$ cat src/rtl/cache_fill_ctrl.sv
// cache_fill_ctrl: fills one cache block after a miss.
// It issues WORDS_PER_BLOCK back-to-back word reads, then writes each returned
// word into the data array as it arrives. When the final word arrives it pulses
// write_tag_array and returns to idle.
// Optional build macro CACHE_FILL_CRITICAL_WORD_EN: fetch the missing word first
// and wrap around the block. The default build fills sequentially from the block base.
module cache_fill_ctrl #(
  parameter int DATA_W          = 16,
  parameter int ADDR_W          = 16,
  parameter int WORDS_PER_BLOCK = 8
) (
  input  logic                               clk,
  input  logic                               rst_n,
  input  logic                               miss_detected,
  input  logic [ADDR_W-1:0]                  miss_address,
  input  logic                               memory_data_valid,
  input  logic [DATA_W-1:0]                  memory_data,
  output logic                               fsm_busy,
  output logic                               memory_read_en,
  output logic [ADDR_W-1:0]                  memory_address,
  output logic                               write_data_array,
  output logic [$clog2(WORDS_PER_BLOCK)-1:0] cache_word_index,
  output logic [DATA_W-1:0]                  cache_data,
  output logic                               write_tag_array
);

  localparam int IDX_W = $clog2(WORDS_PER_BLOCK);
  // Words are 2 bytes, so the block offset is one bit wider than the word index.
  localparam int OFF   = IDX_W + 1;

  typedef enum logic {
    IDLE,
    FILL
  } state_t;

  state_t                  state;
  logic [ADDR_W-OFF-1:0]   base_hi;
  logic [IDX_W-1:0]        start;
  logic [IDX_W-1:0]        issue_cnt;
  logic [IDX_W-1:0]        recv_cnt;
  logic [IDX_W-1:0]        miss_start;
  logic [IDX_W-1:0]        next_issue_idx;
  logic                    last_word;
  logic                    unused_addr_bits;

`ifdef CACHE_FILL_CRITICAL_WORD_EN
  // Start the fill at the word that actually missed.
  assign miss_start = miss_address[OFF-1:1];
`else
  // Always start the fill at the block base.
  assign miss_start = '0;
`endif

  // The byte-select bit never affects a word-addressed fill.
  assign unused_addr_bits = ^miss_address[OFF-1:0];

  // Word slot of the read after the current one. It wraps inside the block,
  // so the address never carries into the tag bits.
  assign next_issue_idx = start + issue_cnt + IDX_W'(1);

  assign last_word = (recv_cnt == IDX_W'(WORDS_PER_BLOCK - 1));

  // Fill sequencer: latch the block on a miss, stream the reads, and count returned words.
  always_ff @(posedge clk or negedge rst_n) begin
    if (!rst_n) begin
      state          <= IDLE;
      base_hi        <= '0;
      start          <= '0;
      issue_cnt      <= '0;
      recv_cnt       <= '0;
      memory_read_en <= 1'b0;
      memory_address <= '0;
    end else begin
      case (state)
        IDLE: begin
          if (miss_detected) begin
            state          <= FILL;
            base_hi        <= miss_address[ADDR_W-1:OFF];
            start          <= miss_start;
            issue_cnt      <= '0;
            recv_cnt       <= '0;
            memory_read_en <= 1'b1;
            memory_address <= {miss_address[ADDR_W-1:OFF], miss_start, 1'b0};
          end
        end
        FILL: begin
          if (memory_read_en) begin
            issue_cnt      <= issue_cnt + IDX_W'(1);
            memory_address <= {base_hi, next_issue_idx, 1'b0};
            if (issue_cnt == IDX_W'(WORDS_PER_BLOCK - 1)) begin
              memory_read_en <= 1'b0;
            end
          end
          if (memory_data_valid) begin
            recv_cnt <= recv_cnt + IDX_W'(1);
            if (last_word) begin
              state <= IDLE;
            end
          end
        end
        default: state <= IDLE;
      endcase
    end
  end

  // Returned words are written in the same cycle they arrive. Data outside a fill is ignored.
  always_comb begin
    fsm_busy         = (state == FILL);
    write_data_array = (state == FILL) && memory_data_valid;
    cache_word_index = start + recv_cnt;
    cache_data       = memory_data;
    write_tag_array  = (state == FILL) && memory_data_valid && last_word;
  end

endmodule
$ cat config.mk
export PLATFORM = sky130hd
export DESIGN_NAME = cache_fill_ctrl
export DESIGN_NICKNAME = d
export VERILOG_FILES = /design/src/rtl/cache_fill_ctrl.sv
export SDC_FILE = /design/constraint.sdc
export NUM_CORES = 1
export LEC_CHECK = 0
export ABC_AREA = 1
export CAP_MARGIN = 0
export CORE_MARGIN = 5
export CORE_UTILIZATION = 44
export DETAILED_ROUTE_END_ITERATION = 16
export PLACE_DENSITY_LB_ADDON = 0.2
export SLEW_MARGIN = 20
export SYNTH_ARGS = -nofsm -noshare
export SYNTH_HDL_FRONTEND = slang
export SYNTH_SLANG_ARGS = --single-unit
$ cat constraint.sdc
create_clock -name clk -period 2 [get_ports clk]
set_input_delay 0.2 -clock clk [delete_from_list [all_inputs] [get_ports clk]]
set_output_delay 0.2 -clock clk [all_outputs]
set_load 0.03 [all_outputs]
# Word-level counts from Yosys, hierarchy flattened
# Cells that the tools add are included.
word_totals:
  register_bits: 36
  in_bits: 36
  out_inout_bits: 39
  elab_cells: 35
op_classes:
  n_addsub: 2
  eq_ne: 5
  n_mux: 16
  n_bitwise: 1
  n_reduce_logical: 5
op_table:
  columns: ["cell", "count"]
  rows:
  - ["16-bit 2-to-1 mux", 2]
  - ["16-bit one-hot mux with 2 select lines", 1]
  - ["3-bit one-hot mux with 2 select lines", 2]
  - ["3-bit 2-to-1 mux", 3]
  - ["3-bit by 1-bit adder with 3-bit output, second input constant", 2]
  - ["3-bit == test, second input constant", 2]
  - ["1-bit 2-to-1 mux", 6]
  - ["2-bit != test, second input constant", 3]
  - ["2-bit AND reduction", 3]
  - ["1-bit one-hot mux with 2 select lines", 2]
  - ["1-bit logical AND", 2]
  - ["1-bit inverter", 1]

# Logic depth before layout (Yosys ltp)
# Gate-level depths: netlist of the first run.
logic_depth:
  depth_word: 4
  ltp_mapped: 7
  depth_no_buf: 5

# Least setup slack after synthesis of the first run
# No wires, ideal clock.
synth_path:
  path_kind: "register to register"
  startpoint: "reg recv_cnt[0]"
  endpoint: "reg state, in the netlist fsm_busy"
  setup_ns: 0.144
  arrival_ns: 1.395
  required_time_ns: 1.856
  path_slack_ns: 0.461
  stages_incl_launch_ff: 6
  path_buffers: 0
  synth_period_minus_slack_ns: 1.539
  cell_sequence: "dfrtp_1 ha_1 ha_1 inv_1 nor2_1 nor2_1"
synth_via:
  elab_chain_cells: 4
synth_rtl:
  columns: ["element", "line", "rtl"]
  rows:
  - ["start, declared", "40", "logic [IDX_W-1:0] recv_cnt;"]
  - ["start signal, assigned", "95", "recv_cnt <= recv_cnt + IDX_W'(1);"]
  - ["3-bit == test", "61", "assign last_word = (recv_cnt == IDX_W'(WORDS_PER_BLOCK - 1));"]
  - ["1-bit 2-to-1 mux", "96", "if (last_word) begin"]
  - ["1-bit 2-to-1 mux", "94", "if (memory_data_valid) begin"]
  - ["1-bit one-hot mux with 2 select lines", "74", "case (state)"]
  - ["end signal, assigned", "66", "state <= IDLE;"]
  - ["end signal, assigned", "77", "state <= FILL;"]
  - ["end signal, assigned", "97", "state <= IDLE;"]
  - ["end, declared", "36", "state_t state;"]
# Every way passes these cells.
# A chain may end at the register's enable or synchronous reset.

# Worst setup path after layout of the first run
layout_path:
  startpoint: "reg state, in the netlist fsm_busy"
  endpoint: "out fsm_busy"
layout_lines:
  columns: ["element", "line", "rtl"]
  rows:
  - ["end, declared", "18", "output logic fsm_busy,"]
# No word-level cell between the ends.

==> results.cfg, run 1 <==
[status]
outcome = finished, final reports clean

[floorplan]
rows = 22
dieHeight_um = 71.2
coreArea_um2 = 3630
start_util_pct = 45.4
dieArea_um2 = 5070
io-pin-count = 75
fp.dieW_um = 71.2

[grt]
globalRouteOverflowTotal = 0
antenna_found_initial = 0
grt_util_all_layers_pct = 13.8
grt_pass1_vias = 1157
grt_pass1_wl_um = 5510
grt_max_degree = 33

[placement]
preCtsSetupSlack_ps = 516
dpl.cell_count = 266
globalplace.congestion = 0.709
placement.io_buffers = 37
hpwlAfterDp_um = 2280

[logic_synthesis]
synth_compound_area_share_pct = 0.455
synth_xor_area_share_pct = 0
syn_area_um2 = 1650
synthCells = 204
synth-seq-area-share_pct = 48.6
synth.distinct_cells = 16
ys_ff_latch = 32
muxShareOfSynthArea_pct = 0
syn_area_per_cell_um2 = 8.08
synthesis.nets = 244
synth_top_family_by_area = simple AND/OR/NAND/NOR gates
yosysTopAreaCell = dfrtp_1
yosys_warnings = 0
yosys.area_share.simple_pct = 34.1
synth_fa_ha_area_share_pct = 3.03
synth_area_leaders = dfrtp_1 49%, nand2_1 22%, buf_4 10%
synth_top_area_share_pct = 48.6

[cts]
path_clk_slew_ps = 70
cts_resized = 0
clk_latency_ps = 280
cts.sink_count = 32
cts_tree = yes
cts_max_level = 2
cts_inserted_buffers = 5
cts_root_buf = clkbuf_8
postCtsSetupBuffers = 0
cts_hold_buf = 0
cts_buffer_depth = 2

[finish]
instances_no_fill = 273
fin_nets = 265
nFillCells = 368
area_delta_synth_final_pct = 20.0
drive_gt1_share_pct = 7.11
diodes = 0

[worst_setup_path]
rr_startpoint = fsm_busy
crit_buf_inv = 1
slowest_stage = clkdlybuf4s50_1
criticalPathCategory = reg2out
cp-start-kind = register
worstSetupStartpoint = fsm_busy
critical_path_required_ps = 1800
endpoint_kind = primary output
critPathMaxFanout = 7
critPathMaxStageDelay_ps = 750
worstPathArrival_ps = 1560
critPathTopFamily = buffers and inverters
crit_path_cell_trace = clkdlybuf4s50_1

[drt]
ant_nets = 0
vias = 1273
post_drt_wl_per_cell_um = 12.1
vias_per_cell = 4.66
drt_wl_total_um = 3300
drt_iter0_drc = 67
firstDrtPassIters = 4
drc = 0

[sta]
fin_crit_ps = 1760
drv_slew = 0
setup_tns_ps = 0
max_freq_mhz = 567
setup_viol = 0
setup_slack_ps = 237
rsz0062_at_grt = false
whs_ps = 315
hold_viol = 0
fin_skew_ps = 6.71
period_share_pct = 88.2

[power]
power_density_nw_per_um2 = 1500
peakVddDrop_mv = 0.573
power_leakage_uw = 0.00105
total_power_uw = 2960

[worst_hold_path]
hp-class = in2async

[flow_run]
maxCapViolCount = 0
## cell usage in the layout, fill, tap and decap left out
| master | instances |
|---|---|
| nand2_1 | 96 |
| nand2_2 | 1 |
| or2_0 | 1 |
| clkinv_2 | 1 |
| or2_1 | 1 |
| clkbuf_8 | 5 |
| clkdlybuf4s50_1 | 35 |
| inv_4 | 1 |
| a21boi_0 | 1 |
| nand3_1 | 30 |
| clkbuf_1 | 1 |
| nand2_4 | 2 |
| ha_1 | 4 |
| inv_1 | 4 |
| dfrtp_1 | 32 |
| buf_4 | 6 |
| conb_1 | 1 |
| nor2_1 | 3 |
## cell usage after synthesis
cell       n
or2_1      1
nor2_1     3
a21boi_0   1
conb_1     1
nand3_1   30
ha_1       4
buf_6      2
nand2_2    1
inv_1      4
buf_4     22
nand2_4    2
or2_0      1
nand2_1   96
inv_4      1
buf_2      3
dfrtp_1   32
## per-stage QoR
| stage | util [%] | cell area, um^2 |
|---|---|---|
| 2_1_floorplan | - | 1650 |
| 3_3_place_gp | 52.3 | 1900 |
| 3_5_place_dp | 52.3 | 1900 |
| 4_1_cts | 54.5 | 1980 |
| 5_1_grt | 54.5 | 1980 |
| 6_report | 54.5 | 1980 |
## state kept, by name, indices dropped and copies added, names as in the netlist
signal,cells
fsm_busy,1
issue_cnt,2
base_hi,12
memory_read_en,1
memory_address,13
recv_cnt,3
## power by group
group          internal (uW)  switching (uW)
Combinational            565             839
Clock                    236             222
Sequential               931             171
## worst paths after layout
kind	endpoint	slack [ps]	cells after the start
worst max-delay path	fsm_busy	240	1
worst min-delay path	memory_address[12]	320	2
worst max register to register	memory_address[14]	530	5
worst min register to register	base_hi[9]	470	2
max in group asynchronous	memory_address[7]	1390	2
min in group clk	cache_data[11]	400	0
## metal layers
metal	part of all wire [%]	up-vias	GRT usage, %
li1	-	656	-
met1	45	578	17.9
met2	47	31	20.9
met3	5.7	8	4.63
met4	1.7	0	5.85
met5	0	-	0
## worst reg2reg max path, cell delays in order (launching register included)
cell     delay [ps]
dfrtp_1         530
inv_4           180
nand2_4         230
nand2_2         220
nand2_1         150
nand2_1          60
## cell type report
| class | count | area, um^2 | area share (%) |
|---|---|---|---|
| clock inverter | 1 | 5.00 | 0.253 |
| tap | 48 | 60.1 | 3.03 |
| clock buffer | 6 | 72.6 | 3.67 |
| multi-input combinational | 140 | 624 | 31.5 |
| timing repair buffer | 41 | 395 | 20.0 |
| inverter | 5 | 21.3 | 1.07 |
| sequential | 32 | 801 | 40.5 |
## logic make-up (layout without fill, tap and decap cells)
family          Yosys count  in the layout
simple gates            134            134
flops                    32             32
buf+inv                  32             53
fa+ha+maj                 4              4
other cells               1              1
compound gates            1              1
Note: power is estimated with default switching activity, not from simulation.
==> run 2, diff against run 1 <==
Settings changed: CAP_MARGIN 0 to not set, GPL_ROUTABILITY_DRIVEN set to 1.
==> results of run 2 <==
Final layout, timing and power as in run 1 (identical DEF).
